## config.mk

```make
export PLATFORM = sky130hd
export DESIGN_NAME = rr_arbiter_flat
export DESIGN_NICKNAME = d
export VERILOG_FILES = /design/src/rtl/rr_arbiter_if.sv /design/src/rtl/rr_arbiter.sv /design/src/flat_wrapper.sv
export SDC_FILE = /design/constraint.sdc
export NUM_CORES = 1
export LEC_CHECK = 0
export BUFFER_PORTS_ARGS = -buffer_cell sky130_fd_sc_hd__buf_4
export CAP_MARGIN = 20
export CORE_MARGIN = 2
export CORE_UTILIZATION = 30
export CTS_CLUSTER_SIZE = 25
export DETAILED_ROUTE_END_ITERATION = 8
export MAX_ROUTING_LAYER = met4
export PLACE_DENSITY = 0.54
export SETUP_SLACK_MARGIN = 0.1
export SYNTH_ARGS = -nofsm -noshare
export SYNTH_HDL_FRONTEND = slang
export SYNTH_SLANG_ARGS = --single-unit
```

## constraint.sdc

```tcl
create_clock -name clk -period 8.35 [get_ports clk]
set_input_delay 1.67 -clock clk [delete_from_list [all_inputs] [get_ports clk]]
set_output_delay 1.67 -clock clk [all_outputs]
set_load 0.05 [all_outputs]
```

## src/rtl/rr_arbiter_if.sv

```systemverilog
// Request/grant bundle between requesters and the round-robin arbiter.
// The master modport drives the request side, the slave modport is the arbiter.
interface rr_arbiter_if #(
    parameter int ID_WIDTH = 3
);
    localparam int N = 1 << ID_WIDTH;

    logic                i_en;
    logic [N-1:0]        i_req;
    logic                i_release;
    logic [N-1:0]        o_gnt;
    logic [ID_WIDTH-1:0] o_gnt_id;
    logic                o_gnt_valid;
    logic                o_timeout;

    modport master (
        output i_en, i_req, i_release,
        input  o_gnt, o_gnt_id, o_gnt_valid, o_timeout
    );

    modport slave (
        input  i_en, i_req, i_release,
        output o_gnt, o_gnt_id, o_gnt_valid, o_timeout
    );
endinterface

```

## src/rtl/rr_arbiter.sv

```systemverilog
// Round-robin arbiter with a held, registered grant over 1<<ID_WIDTH requesters.
// Define ARB_TIMEOUT_EN to revoke any grant after HOLD_MAX cycles.
module rr_arbiter #(
    parameter int ID_WIDTH  = 3,
    parameter int HOLD_MAX  = 15,
    parameter int CNT_WIDTH = 4
) (
    input  logic         clk,
    input  logic         rst_n,
    rr_arbiter_if.slave  bus
);
    localparam int N = 1 << ID_WIDTH;

    typedef enum logic {
        ST_IDLE  = 1'b0,
        ST_GRANT = 1'b1
    } state_t;

    state_t              r_state;
    state_t              w_state_next;
    logic [ID_WIDTH-1:0] r_ptr;
    logic [ID_WIDTH-1:0] w_ptr_next;
    logic [N-1:0]        r_gnt;
    logic [N-1:0]        w_gnt_next;
    logic [ID_WIDTH-1:0] r_gnt_id;
    logic [ID_WIDTH-1:0] w_gnt_id_next;
    logic                r_gnt_valid;
    logic                w_gnt_valid_next;
    logic                r_timeout;
    logic                w_timeout_next;

    logic [N-1:0]        w_rot_req;
    logic [ID_WIDTH-1:0] w_offset;
    logic [ID_WIDTH-1:0] w_winner;
    logic [ID_WIDTH-1:0] w_ptr_after;
    logic                w_owner_req;

`ifdef ARB_TIMEOUT_EN
    logic [CNT_WIDTH-1:0] r_hold_cnt;
    logic [CNT_WIDTH-1:0] w_hold_cnt_next;
`endif

    genvar gi;
    generate
        if (HOLD_MAX < 1 || HOLD_MAX >= (1 << CNT_WIDTH)) begin : g_bad_cfg
            $error("rr_arbiter: CNT_WIDTH cannot hold HOLD_MAX");
        end

        // Bit gi of the rotated vector is the requester gi places after the pointer.
        for (gi = 0; gi < N; gi++) begin : g_rot
            assign w_rot_req[gi] = bus.i_req[r_ptr + ID_WIDTH'(gi)];
        end
    endgenerate

    always_comb begin
        w_offset = '0;
        for (int k = N - 1; k >= 0; k--) begin
            if (w_rot_req[k]) begin
                w_offset = ID_WIDTH'(k);
            end
        end
    end

    assign w_winner    = r_ptr + w_offset;
    assign w_ptr_after = r_gnt_id + ID_WIDTH'(1);
    assign w_owner_req = bus.i_req[r_gnt_id];

    always_comb begin
        w_state_next     = r_state;
        w_ptr_next       = r_ptr;
        w_gnt_next       = '0;
        w_gnt_id_next    = '0;
        w_gnt_valid_next = 1'b0;
        w_timeout_next   = 1'b0;
`ifdef ARB_TIMEOUT_EN
        w_hold_cnt_next  = '0;
`endif
        case (r_state)
            ST_IDLE: begin
                if (bus.i_en && (|bus.i_req)) begin
                    w_state_next     = ST_GRANT;
                    w_gnt_next       = {{(N-1){1'b0}}, 1'b1} << w_winner;
                    w_gnt_id_next    = w_winner;
                    w_gnt_valid_next = 1'b1;
                end
            end
            ST_GRANT: begin
                // Exit priority: disable, then release/drop, then timeout.
                if (!bus.i_en) begin
                    w_state_next = ST_IDLE;
                end else if (bus.i_release || !w_owner_req) begin
                    w_state_next = ST_IDLE;
                    w_ptr_next   = w_ptr_after;
`ifdef ARB_TIMEOUT_EN
                end else if (r_hold_cnt == CNT_WIDTH'(HOLD_MAX - 1)) begin
                    w_state_next   = ST_IDLE;
                    w_ptr_next     = w_ptr_after;
                    w_timeout_next = 1'b1;
`endif
                end else begin
                    w_gnt_next       = r_gnt;
                    w_gnt_id_next    = r_gnt_id;
                    w_gnt_valid_next = 1'b1;
`ifdef ARB_TIMEOUT_EN
                    w_hold_cnt_next  = r_hold_cnt + CNT_WIDTH'(1);
`endif
                end
            end
            default: begin
                w_state_next = ST_IDLE;
            end
        endcase
    end

    always_ff @(posedge clk or negedge rst_n) begin
        if (!rst_n) begin
            r_state     <= ST_IDLE;
            r_ptr       <= '0;
            r_gnt       <= '0;
            r_gnt_id    <= '0;
            r_gnt_valid <= 1'b0;
            r_timeout   <= 1'b0;
        end else begin
            r_state     <= w_state_next;
            r_ptr       <= w_ptr_next;
            r_gnt       <= w_gnt_next;
            r_gnt_id    <= w_gnt_id_next;
            r_gnt_valid <= w_gnt_valid_next;
            r_timeout   <= w_timeout_next;
        end
    end

`ifdef ARB_TIMEOUT_EN
    always_ff @(posedge clk or negedge rst_n) begin
        if (!rst_n) begin
            r_hold_cnt <= '0;
        end else begin
            r_hold_cnt <= w_hold_cnt_next;
        end
    end
`endif

    assign bus.o_gnt       = r_gnt;
    assign bus.o_gnt_id    = r_gnt_id;
    assign bus.o_gnt_valid = r_gnt_valid;
    assign bus.o_timeout   = r_timeout;
endmodule
```

## src/flat_wrapper.sv

```systemverilog
// flat-port wrapper written by rule: the top's interface ports become plain ports
module rr_arbiter_flat 
#(
    parameter int ID_WIDTH  = 3,
    parameter int HOLD_MAX  = 15,
    parameter int CNT_WIDTH = 4
)
  (clk, rst_n, bus_i_en, bus_i_req, bus_i_release, bus_o_gnt, bus_o_gnt_id, bus_o_gnt_valid, bus_o_timeout);
  rr_arbiter_if #(.ID_WIDTH(ID_WIDTH)) bus_i ();
  input  logic clk;
  input  logic rst_n;
  input wire logic [$bits(bus_i.i_en)-1:0] bus_i_en;
  input wire logic [$bits(bus_i.i_req)-1:0] bus_i_req;
  input wire logic [$bits(bus_i.i_release)-1:0] bus_i_release;
  output wire logic [$bits(bus_i.o_gnt)-1:0] bus_o_gnt;
  output wire logic [$bits(bus_i.o_gnt_id)-1:0] bus_o_gnt_id;
  output wire logic [$bits(bus_i.o_gnt_valid)-1:0] bus_o_gnt_valid;
  output wire logic [$bits(bus_i.o_timeout)-1:0] bus_o_timeout;
  assign bus_i.i_en = bus_i_en;
  assign bus_i.i_req = bus_i_req;
  assign bus_i.i_release = bus_i_release;
  assign bus_o_gnt = bus_i.o_gnt;
  assign bus_o_gnt_id = bus_i.o_gnt_id;
  assign bus_o_gnt_valid = bus_i.o_gnt_valid;
  assign bus_o_timeout = bus_i.o_timeout;
  rr_arbiter #(.ID_WIDTH(ID_WIDTH), .HOLD_MAX(HOLD_MAX), .CNT_WIDTH(CNT_WIDTH)) u_core (.clk(clk), .rst_n(rst_n), .bus(bus_i));
endmodule
```

Yosys cells after proc, flatten, opt, wreduce, memory -nomap -nowiden
Cells that the tools add are included.
{"block": "totals", "ff_bits": 15, "inputBits": 12, "output_inout_bits": 13, "word_cells": 68}
{"block": "op_classes", "n_addsub": 9, "magnitude_cmp": 9, "n_eq_ne": 1, "n_shift": 1, "n_mux": 38, "bitwise_logic": 1, "n_reduce_logical": 5}
{"operator": "3-bit by 4-bit less-than comparator with 1-bit output, second input constant", "n": 9}
{"operator": "3-bit two-way mux", "n": 11}
{"operator": "1-bit binary-select mux with 3-bit select", "n": 9}
{"operator": "8-bit two-way mux", "n": 3}
{"operator": "8-bit case mux with 2 select lines", "n": 1}
{"operator": "3-bit adder, second input constant", "n": 4}
{"operator": "1-bit two-way mux", "n": 12}
{"operator": "8-bit OR reduction", "n": 1}
{"operator": "1-bit by 3-bit left shift with 8-bit output, first input constant", "n": 1}
{"operator": "3-bit by 1-bit adder with 3-bit output, second input constant", "n": 2}
{"operator": "3-bit by 2-bit adder with 3-bit output, second input constant", "n": 2}
{"operator": "3-bit case mux with 2 select lines", "n": 1}
{"operator": "3-bit adder", "n": 1}
{"operator": "3-bit != test, second input constant", "n": 1}
{"operator": "3-bit AND reduction", "n": 1}
{"operator": "1-bit case mux with 2 select lines", "n": 1}
{"operator": "1-bit logical AND", "n": 1}
{"operator": "1-bit logical NOT", "n": 1}
{"operator": "1-bit logical OR", "n": 1}
{"operator": "1-bit NOT", "n": 1}

Depth between registers and ports, before layout
Gate-level depths: netlist of the first run.
{"block": "depth", "ltp_word": 15, "ltp_mapped": 18, "mapped_depth_nobuf": 15}

Least setup slack after synthesis of the first run
Ideal clock, no wire load.
{"block": "synth_path", "kind": "input port to flip-flop", "startpoint": "input port bus_i_req[0]", "endpoint": "register u_core.r_gnt_id[2], in the netlist u_core.bus.o_gnt_id[2]", "setup_time_ns": 0.122, "arrival_time_ns": 4.146, "required_time_ns": 8.228, "setup_slack_ns": 4.083, "path_stages": 8, "path_buffers": 0, "path_cell_list": "mux2_4 > mux4_2 > or3b_4 > o22a_1 > fa_1 > xnor2_1 > nand3_2 > a32o_1"}
{"block": "synth_via", "elab_chain_cells": 13, "elab_cells_between_ends": 34, "cone_classes": "1 x add/sub; 1 x eq/ne; 28 x mux; 4 x reduce/logical"}
{"item": "start: declaration", "line_no": "flat_wrapper.sv:13", "text": "input wire logic [$bits(bus_i.i_req)-1:0] bus_i_req;"}
{"item": "1-bit binary-select mux with 3-bit select", "line_no": "rr_arbiter.sv:51", "text": "assign w_rot_req[gi] = bus.i_req[r_ptr + ID_WIDTH'(gi)];"}
{"item": "1-bit two-way mux (implied by the code)", "line_no": "rr_arbiter.sv:51"}
{"item": "3-bit two-way mux (8 in series)", "line_no": "rr_arbiter.sv:58", "text": "if (w_rot_req[k]) begin"}
{"item": "3-bit adder", "line_no": "rr_arbiter.sv:64", "text": "assign w_winner = r_ptr + w_offset;"}
{"item": "3-bit two-way mux", "line_no": "rr_arbiter.sv:80", "text": "if (bus.i_en && (|bus.i_req)) begin"}
{"item": "3-bit case mux with 2 select lines", "line_no": "rr_arbiter.sv:78", "text": "case (r_state)"}
{"item": "end signal: assignment", "line_no": "rr_arbiter.sv:127", "text": "r_gnt_id <= w_gnt_id_next;"}
{"item": "end: declaration", "line_no": "rr_arbiter.sv:25", "text": "logic [ID_WIDTH-1:0] r_gnt_id;"}
Several ways; a longest one is shown, not always the timed one. The select of a mux whose other input is x is not followed.
A chain may end at the register's enable or synchronous reset.

Final worst setup path of the first run
{"block": "layout_path", "startpoint": "input port bus_i_req[4]", "endpoint": "register u_core.r_gnt[2], in the netlist u_core.bus.o_gnt[2]"}
{"block": "layout_via", "elab_chain_cells": 14, "elab_cells_between_ends": 35, "cone_classes": "1 x add/sub; 1 x eq/ne; 1 x shift; 28 x mux; 4 x reduce/logical"}
{"item": "1-bit binary-select mux with 3-bit select", "line_no": "rr_arbiter.sv:51"}
{"item": "1-bit two-way mux (implied by the code)", "line_no": "rr_arbiter.sv:51"}
{"item": "3-bit two-way mux (8 in series)", "line_no": "rr_arbiter.sv:58"}
{"item": "3-bit adder", "line_no": "rr_arbiter.sv:64"}
{"item": "1-bit by 3-bit left shift with 8-bit output", "line_no": "rr_arbiter.sv:82", "text": "w_gnt_next = {{(N-1){1'b0}}, 1'b1} << w_winner;"}
{"item": "8-bit two-way mux", "line_no": "rr_arbiter.sv:80"}
{"item": "8-bit case mux with 2 select lines", "line_no": "rr_arbiter.sv:78"}
{"item": "end signal: assignment", "line_no": "rr_arbiter.sv:126", "text": "r_gnt <= w_gnt_next;"}
{"item": "end: declaration", "line_no": "rr_arbiter.sv:23", "text": "logic [N-1:0] r_gnt;"}
Several ways; a longest one is shown, not always the timed one. The select of a mux whose other input is x is not followed.

==> flow_summary.json, run 1 <==
{
  "status": "complete, no violations",
  "grt.total_usage": 0.144,
  "cts_setup_buffers": 0,
  "drv_cap": 0,
  "yosysMostFrequentCell": "nand3_1",
  "syn_to_final_growth_pct": 16.6,
  "syn_area_um2": 1510,
  "gp_congestion": 0.823,
  "cts_tree": "yes",
  "fin_skew_ps": 2.53,
  "ys_seq_area_frac": 0.248,
  "rsz0062_at_grt": "false",
  "cts_buffers": 3,
  "layout-drive-gt1-share": 0.352,
  "synthCells": 146,
  "synth_fp_nets": 163,
  "die_h_um": 75.0,
  "htree_levels": 1,
  "yosysWarnings": 0,
  "vdd_ir_drop_max_mv": 0.196,
  "num_rows": 25,
  "grt-ovfl-total": 0,
  "dieArea_um2": 5630,
  "cts_num_sinks": 15,
  "grt_max_degree": 17,
  "wl_per_cell_um": 15.2,
  "antennaDiodeCount": 0,
  "synth_edf_count": 0,
  "portBuffers": 23,
  "pin_count": 25,
  "post-route-period-util": 0.543,
  "grt_pass1_wl_um": 6110,
  "cts-root-buf": "clkbuf_8",
  "leakage_uw": 0.000738,
  "final_hold_viol_count": 0,
  "nets": 183,
  "crit_top_cell": "nand3_1",
  "max_freq_mhz": 221,
  "start_util": 0.316,
  "synth.avg_cell_area_um2": 10.4,
  "die_width_um": 75.0,
  "drcViolationCount": 0,
  "yosysTopAreaCell": "dfrtp_1",
  "synth.top_cells.by_area": "dfrtp_1, mux4_2, nand3_1",
  "path_class": "input pin to flop",
  "antenna_found_initial": 0,
  "finalHoldWorstSlack_ps": 494,
  "grt_pass1_vias": 1306,
  "clk_latency_ps": 250,
  "cts-resized-gates": 0,
  "end_kind": "flop",
  "ys_types": 44,
  "clk_pin_slew_ps": 60,
  "async_flop_share": 1.00,
  "slew_headroom": 0.539,
  "vias_per_cell": 5.42,
  "arrival_ps": 4720,
  "hp-class": "flop to flop",
  "setup_violations": 0,
  "dr_total_vias": 1257,
  "yosysTopAreaCellShare": 0.248,
  "dp_hpwl_um": 2720,
  "powerDensity_nw_per_um2": 442,
  "path_cells": "buf_4 -> mux4_2 -> mux2_2 -> nor2_1 -> o32a_1 -> o22a_1 -> fa_1 -> nor4_1 -> nand3_1 -> nand3_1",
  "fin_crit_ps": 4530,
  "tightest_slew_ps": 691,
  "place_ws_ps": 3560,
  "cp.required_ps": 8540,
  "clk_path_buf_depth": 2,
  "drt_iter0_drc": 42,
  "hold_buffers": 0,
  "startpoint_type": "input pin",
  "fin_tns_setup_ps": 0,
  "drt-total-wl_um": 3520,
  "max_stage_delay_ps": 540,
  "maxSlewViolCount": 0,
  "finalWorstSetupSlack_ps": 3820,
  "crit_slowest_cell": "nor2_1",
  "synth_common_cells": "nand3_1, dfrtp_1, nand2_1",
  "synth_ff_type": "dfrtp_1",
  "post-route-util": 0.369,
  "drtAntennaViolNets": 0,
  "placeableCoreArea_um2": 4790,
  "cp_max_fo": 11,
  "synth_seq_cells": 15,
  "first_pass_iters": 4
}
## critical path: cells and delay by family
family | cells | cell delay [ps]
AO/OA/AOI/OAI | 2 | 420
multiplexers | 2 | 810
AND/OR/NAND/NOR | 4 | 1170
buffers and inverters | 1 | 140
adder cells (fa/ha/maj) | 1 | 500
## cell type report
cell class                      instances  area [um2]
Clock buffer                            3        41.3
Clock inverter                          1        5.00
Fill cell                             483        3020
Inverter                                3        11.3
Multi-Input combinational cell        119        1070
Sequential cell                        15         375
Tap cell                               67        83.8
Timing Repair Buffer                   24         178
## state kept, by name, indices dropped and copies added (netlist names)
signal and cells:
u_core.bus.o_gnt 8, u_core.r_ptr 3, u_core.bus.o_gnt_id 3, u_core.r_state 1
## stage by stage
step | cells | instance area, um2 | power [uW]
final | 232 | 1770 | 781
after CTS | 232 | 1770 | 783
after global placement | 227 | 1710 | 703
after global routing | 232 | 1770 | 851
after floorplan | 146 | 1510 | 623
after detailed placement | 228 | 1720 | 720
## logic make-up after synthesis
| group | Yosys count | synth area share |
|---|---|---|
| XOR/XNOR | 5 | 0.0289 |
| multiplexers | 25 | 0.302 |
| other | 1 | 0.00248 |
| AND/OR/NAND/NOR | 59 | 0.208 |
| AO/OA/AOI/OAI | 24 | 0.119 |
| buffers and inverters | 12 | 0.0446 |
| adder cells (fa/ha/maj) | 5 | 0.0463 |
| flip-flops | 15 | 0.248 |
## where the power goes
part           total (uW)  switching [uW]  internal (uW)
combinational         584             325            259
clock                59.2            26.2           33.1
sequential            138            45.1           92.7
total                 781             396            385
## routing by layer
layer | wire [um] | share of wire | up-vias | global-route usage
met3 | 136 | 0.039 | 8 | 0.0228
met2 | 1810 | 0.51 | 41 | 0.244
li1 | - | - | 595 | -
met4 | 68 | 0.019 | 0 | 0.0476
met5 | 0 | 0 | - | -
met1 | 1510 | 0.43 | 613 | 0.174
## final timing paths
| path | start | to | slack [ps] | cells after the start |
|---|---|---|---|---|
| max | bus_i_req[4] | u_core.bus.o_gnt[2] | 3820 | 10 |
| min in group asynchronous | rst_n | u_core.bus.o_gnt[1] | 1260 | 1 |
| min reg2reg | u_core.bus.o_gnt[0] | u_core.bus.o_gnt[0] | 490 | 2 |
| max in group asynchronous | rst_n | u_core.bus.o_gnt_id[0] | 6910 | 1 |
| min | u_core.bus.o_gnt[0] | u_core.bus.o_gnt[0] | 490 | 2 |
| max reg2reg | u_core.r_ptr[0] | u_core.bus.o_gnt_id[2] | 4040 | 10 |
## layout by cell type, fill, tap and decap left out, drive strengths merged, types with 2 or more instances in the layout
master / count
a21oi: 2
buf: 24
clkbuf: 3
dfrtp: 15
ha: 4
inv: 3
mux2: 8
mux2i: 3
mux4: 14
nand2: 15
nand2b: 2
nand3: 18
nand3b: 2
nor2: 9
nor4: 6
o21ai: 12
o21bai: 2
o32a: 2
or2: 3
or3b: 2
xnor2: 2
xor2: 3
No activity file was read; power rests on OpenSTA's default activity.
==> run 2: changes to the inputs <==
--- a/config.mk
+++ b/config.mk
@@ -12,7 +12,7 @@
 export CTS_CLUSTER_SIZE = 25
 export DETAILED_ROUTE_END_ITERATION = 8
 export MAX_ROUTING_LAYER = met4
-export PLACE_DENSITY = 0.54
+export PLACE_DENSITY = 0.56
 export SETUP_SLACK_MARGIN = 0.1
 export SYNTH_ARGS = -nofsm -noshare
 export SYNTH_HDL_FRONTEND = slang
==> constraint.sdc (replaced) <==
create_clock -name clk -period 4.1 [get_ports clk]
set_input_delay 0.82 -clock clk [delete_from_list [all_inputs] [get_ports clk]]
set_output_delay 0.82 -clock clk [all_outputs]
set_load 0.05 [all_outputs]
==> flow_summary.json, run 2 (synthesized netlist as in run 1, its figures left out) <==
{
  "status": "complete, no violations",
  "max_stage_delay_ps": 520,
  "fin_area_um2": 1820,
  "layout-drive-gt1-share": 0.375,
  "finalHoldWorstSlack_ps": 418,
  "fin_tns_setup_ps": 0,
  "leakage_uw": 0.000760,
  "vdd_ir_drop_max_mv": 0.387,
  "wl_per_cell_um": 15.5,
  "vias_per_cell": 5.31,
  "dp_hpwl_um": 2780,
  "r2r-end": "u_core.bus.o_gnt[2]",
  "cp_max_fo": 8,
  "hold_buffers": 0,
  "r2r-start": "u_core.r_ptr[1]",
  "largest_reg_flops": 8,
  "cts-resized-gates": 0,
  "maxSlewViolCount": 0,
  "crit_start": "u_core.r_ptr[1]",
  "rrSetupSlack_ps": 330,
  "clk_latency_ps": 250,
  "drv_cap": 0,
  "r2r_cells": 11,
  "start_util": 0.316,
  "cp.required_ps": 4280,
  "cts_num_sinks": 15,
  "sw_frac_of_total": 0.495,
  "combPwrFrac": 0.791,
  "cts_setup_buffers": 0,
  "dr_total_vias": 1247,
  "p_int_uw": 839,
  "cp.depth": 11,
  "path_class": "flop to flop",
  "cp_top_family": "simple AND/OR/NAND/NOR gates",
  "crit_top_cell": "nand3_1",
  "portBuffers": 23,
  "cts_tree": "yes",
  "finalWorstSetupSlack_ps": 328,
  "p_sw_uw": 821,
  "dieArea_um2": 5630,
  "place_ws_ps": 126,
  "layout_common_cells": "buf_4, nand3_1, nand2_1, dfrtp_1, mux4_2",
  "dpl_cell_area_um2": 1740,
  "final_hold_viol_count": 0,
  "fin_skew_ps": 6.20,
  "powerDensity_nw_per_um2": 914,
  "grt-ovfl-total": 0,
  "p_clk_frac": 0.072,
  "grt_max_degree": 16,
  "clk_path_buf_depth": 2,
  "final_common_cell": "buf_4",
  "startpoint_type": "flop",
  "post-route-period-util": 0.920,
  "grt_pass1_wl_um": 6290,
  "drt_iter0_drc": 88,
  "syn_to_final_growth_pct": 20.0,
  "cts_buffers": 3,
  "pin_count": 25,
  "grt.total_usage": 0.151,
  "die_width_um": 75.0,
  "path_cells": "inv_1 -> ha_4 -> mux2_4 -> mux4_2 -> or3b_4 -> o22a_1 -> fa_1 -> xor2_2 -> nor4_1 -> nand3_1 -> nand3_1",
  "fillers": 477,
  "antenna_found_initial": 0,
  "drt-total-wl_um": 3650,
  "antennaDiodeCount": 0,
  "end_kind": "flop",
  "arrival_ps": 3950,
  "fin_crit_ps": 3770,
  "endpoint": "u_core.bus.o_gnt[2]",
  "crit_buf_inv": 1,
  "placeableCoreArea_um2": 4790,
  "die_h_um": 75.0,
  "num_rows": 25,
  "drtAntennaViolNets": 0,
  "nets": 186,
  "max_freq_mhz": 265,
  "htree_levels": 1,
  "cts-root-buf": "clkbuf_8",
  "crit_slowest_cell": "mux4_2",
  "setup_violations": 0,
  "rsz0062_at_grt": "false",
  "drcViolationCount": 0,
  "grt_pass1_vias": 1283,
  "first_pass_iters": 4,
  "gp_congestion": 0.786,
  "hp-class": "input pin to asynchronous set/reset pin",
  "clk_pin_slew_ps": 60,
  "seqPwrFrac": 0.137
}
run 2: cell count changes in the layout (fill, tap and decap cells not counted), sizes merged:
cell and delta:
clkinv -1, buf +3, clkbuf +1
run 2: worst reg2reg max path: cells and delay by family (launching register included):
kind / cells / cell delay [ps]
simple gates: 4 / 940
fa+ha+maj: 2 / 860
mux: 2 / 840
flops: 1 / 470
xor+xnor: 1 / 220
compound gates: 1 / 210
buf+inv: 1 / 180
run 2: power by group through the flow:
stage	sequential [uW]	combinational (uW)	clock (uW)
final	227	1310	120
after global routing	234	1440	133
after CTS	228	1280	123
after detailed placement	230	1270	0
after global placement	227	1250	0
after floorplan	308	961	0
run 2: cell type report:
| cell class | count | area, um2 | area share |
|---|---|---|---|
| sequential | 15 | 375 | 0.207 |
| inverter | 3 | 11.3 | 0.00620 |
| multi-input combinational | 119 | 1100 | 0.605 |
| timing repair buffer | 27 | 203 | 0.112 |
| tap | 67 | 83.8 | 0.0461 |
| clock buffer | 4 | 45.0 | 0.0248 |
run 2: how the worst min path moves through the flow:
stage | startpoint | to | slack [ps] | cells past startpoint
after floorplan | rst_n | u_core.bus.o_gnt[0] | 520 | 0
after global placement | u_core.bus.o_gnt[2] | u_core.bus.o_gnt[2] | 480 | 2
after detailed placement | u_core.bus.o_gnt[2] | u_core.bus.o_gnt[2] | 480 | 2
after CTS | rst_n | u_core.bus.o_gnt[6] | 430 | 1
after global routing | rst_n | u_core.bus.o_gnt_id[1] | 420 | 1
final | rst_n | u_core.bus.o_gnt[6] | 420 | 1
run 2: per-layer routing:
layer	global-route usage	part of all wire	vias to the layer above
met5	-	0	-
met4	0.0496	0.012	0
met3	0.0187	0.033	5
met2	0.227	0.47	23
met1	0.210	0.48	620
li1	-	-	599
run 2: metrics by stage:
stage | power (uW) | utilization | cells
finish | 1660 | 0.380 | 235
floorplan | 1270 | - | 146
global placement | 1470 | 0.364 | 231
global route | 1810 | 0.380 | 235
detailed placement | 1500 | 0.364 | 231
CTS | 1630 | 0.374 | 235
==> run 3: changes to the inputs <==
--- a/config.mk
+++ b/config.mk
@@ -5,6 +5,7 @@
 export SDC_FILE = /design/constraint.sdc
 export NUM_CORES = 1
 export LEC_CHECK = 0
+export ABC_AREA = 1
 export BUFFER_PORTS_ARGS = -buffer_cell sky130_fd_sc_hd__buf_4
 export CAP_MARGIN = 20
 export CORE_MARGIN = 2
==> flow_summary.json, run 3 <==
{
  "startpoint_type": "flop",
  "layout-drive-gt1-share": 0.333,
  "status": "complete, no violations",
  "wl_met3_um": 64,
  "yosysMostFrequentCell": "nand2_1",
  "post-route-period-util": 0.857,
  "arrival_ps": 3650,
  "finalWorstSetupSlack_ps": 587,
  "synth.avg_cell_area_um2": 7.53,
  "cts_num_sinks": 15,
  "multi_input_area_um2": 980,
  "drtAntennaViolNets": 0,
  "num_rows": 25,
  "place_ws_ps": 544,
  "ys_seq_area_frac": 0.254,
  "wl_per_cell_um": 11.1,
  "hp-class": "input pin to asynchronous set/reset pin",
  "clk_path_buf_depth": 2,
  "clk_latency_ps": 250,
  "antenna_found_initial": 0,
  "cts_tree": "yes",
  "dieArea_um2": 5490,
  "fin_tns_setup_ps": 0,
  "max_freq_mhz": 285,
  "grt-ovfl-total": 0,
  "synth_ff_type": "dfrtp_1",
  "rrSetupSlack_ps": 590,
  "post-route-util": 0.368,
  "ys_types": 31,
  "final_hold_viol_count": 0,
  "synthCells": 196,
  "yosysTopAreaCell": "dfrtp_1",
  "grt_pass1_wl_um": 5610,
  "grt.total_usage": 0.133,
  "start_util": 0.312,
  "r2r-start": "u_core.r_ptr[0]",
  "die_h_um": 74.1,
  "clk_pin_slew_ps": 60,
  "tightest_slew_ps": 520,
  "drcViolationCount": 0,
  "rsz0062_at_grt": "false",
  "fillers": 518,
  "cts-root-buf": "clkbuf_8",
  "maxSlewViolCount": 0,
  "layout_common_cells": "nand2_1, buf_4, nand3_1",
  "pin_count": 25,
  "async_flop_share": 1.00,
  "end_kind": "flop",
  "crit_start": "u_core.r_ptr[0]",
  "path_class": "flop to flop",
  "r2r_cells": 21,
  "vias_per_cell": 4.45,
  "synth.top_cells.by_area": "dfrtp_1, nand2_1, nand3_2",
  "dr_total_vias": 1272,
  "slew_headroom": 0.653,
  "first_pass_iters": 4,
  "wl_met1_um": 1590,
  "drv_cap": 0,
  "cts_setup_buffers": 0,
  "synth_edf_count": 0,
  "antennaDiodeCount": 0,
  "top_layer_used": "met4",
  "cp_max_fo": 12,
  "htree_levels": 1,
  "largest_reg_flops": 8,
  "syn_area_um2": 1480,
  "dp_hpwl_um": 2650,
  "yosysTopAreaCellShare": 0.254,
  "cts_buffers": 3,
  "seqCellArea_um2": 375,
  "hold_buffers": 0,
  "drt_iter0_drc": 36,
  "setup_violations": 0,
  "portBuffers": 23,
  "nets": 237,
  "drt-total-wl_um": 3170,
  "synth_common_cells": "nand2_1, nand3_1, dfrtp_1",
  "fin_skew_ps": 6.73,
  "die_width_um": 74.1,
  "cts-resized-gates": 0,
  "cp.required_ps": 4240,
  "r2r-end": "u_core.bus.o_gnt[2]",
  "grt_max_degree": 16,
  "syn_to_final_growth_pct": 17.9,
  "synth_seq_cells": 15,
  "wl_met2_um": 1490,
  "final_common_cell": "nand2_1",
  "yosysWarnings": 0,
  "fin_crit_ps": 3510,
  "synth_fp_nets": 213,
  "gp_congestion": 0.784,
  "grt_pass1_vias": 1241,
  "placeableCoreArea_um2": 4720
}
## run 3: area by class of cell
class	instances	share of cell area
clock inverters	1	0.00432
repair buffers	23	0.0993
well taps	67	0.0482
inverters	19	0.0453
clock buffers	3	0.0237
multi-input cells	158	0.563
flip-flops and latches	15	0.216
## run 3: worst max-delay path by stage
stage / end / slack, ps / depth (start not counted)
after CTS: u_core.bus.o_gnt[2] / 540 / 21
after global routing: u_core.bus.o_gnt[1] / 260 / 21
final: u_core.bus.o_gnt[2] / 590 / 21
after global placement: u_core.bus.o_gnt[2] / 610 / 21
after floorplan: u_core.bus.o_gnt[0] / 1050 / 22
after detailed placement: u_core.bus.o_gnt[2] / 540 / 21
## run 3: cell families (layout without fill, tap and decap cells)
| logic type | Yosys count | in the layout | synth area share |
|---|---|---|---|
| compound gates | 18 | 18 | 0.0729 |
| xor+xnor | 8 | 8 | 0.0577 |
| simple gates | 126 | 126 | 0.483 |
| buf+inv | 23 | 46 | 0.0814 |
| fa+ha+maj | 5 | 5 | 0.0475 |
| other cells | 1 | 1 | 0.00254 |
| flops | 15 | 15 | 0.254 |
## run 3: routing by layer
| layer | vias to the layer above | track usage |
|---|---|---|
| met5 | - | - |
| met4 | 0 | 0.0364 |
| met3 | 2 | 0.0163 |
| met2 | 13 | 0.210 |
| met1 | 578 | 0.178 |
| li1 | 679 | - |
## run 3: critical path: stages, from the launching register on
cell and delay [ps]:
dfrtp_1 660, inv_8 140, ha_1 440, inv_2 90, nand3_1 110, nand3_1 80, nand2_1 130, nand3_1 80
nand2_1 60, nand2_1 40, nand2_1 50, nand2_1 40, a21boi_0 170, ha_1 170, inv_1 50, fa_1 380
xor2_1 270, inv_1 120, nand3_4 120, nand2_4 80, nand3_1 80, nand2_1 60
## run 3: through the flow
stage / hold slack, ps / std cells / instance area [um2]
6_report: 410 / 286 / 1740
2_1_floorplan: 524 / 196 / 1480
4_1_cts: 408 / 286 / 1740
3_3_place_gp: 469 / 282 / 1690
3_5_place_dp: 471 / 282 / 1690
5_1_grt: 411 / 286 / 1740
Power of run 3 is left out: the tool's default activity adds up to more than one toggle a clock period on the data nets, which glitch-free logic cannot reach.
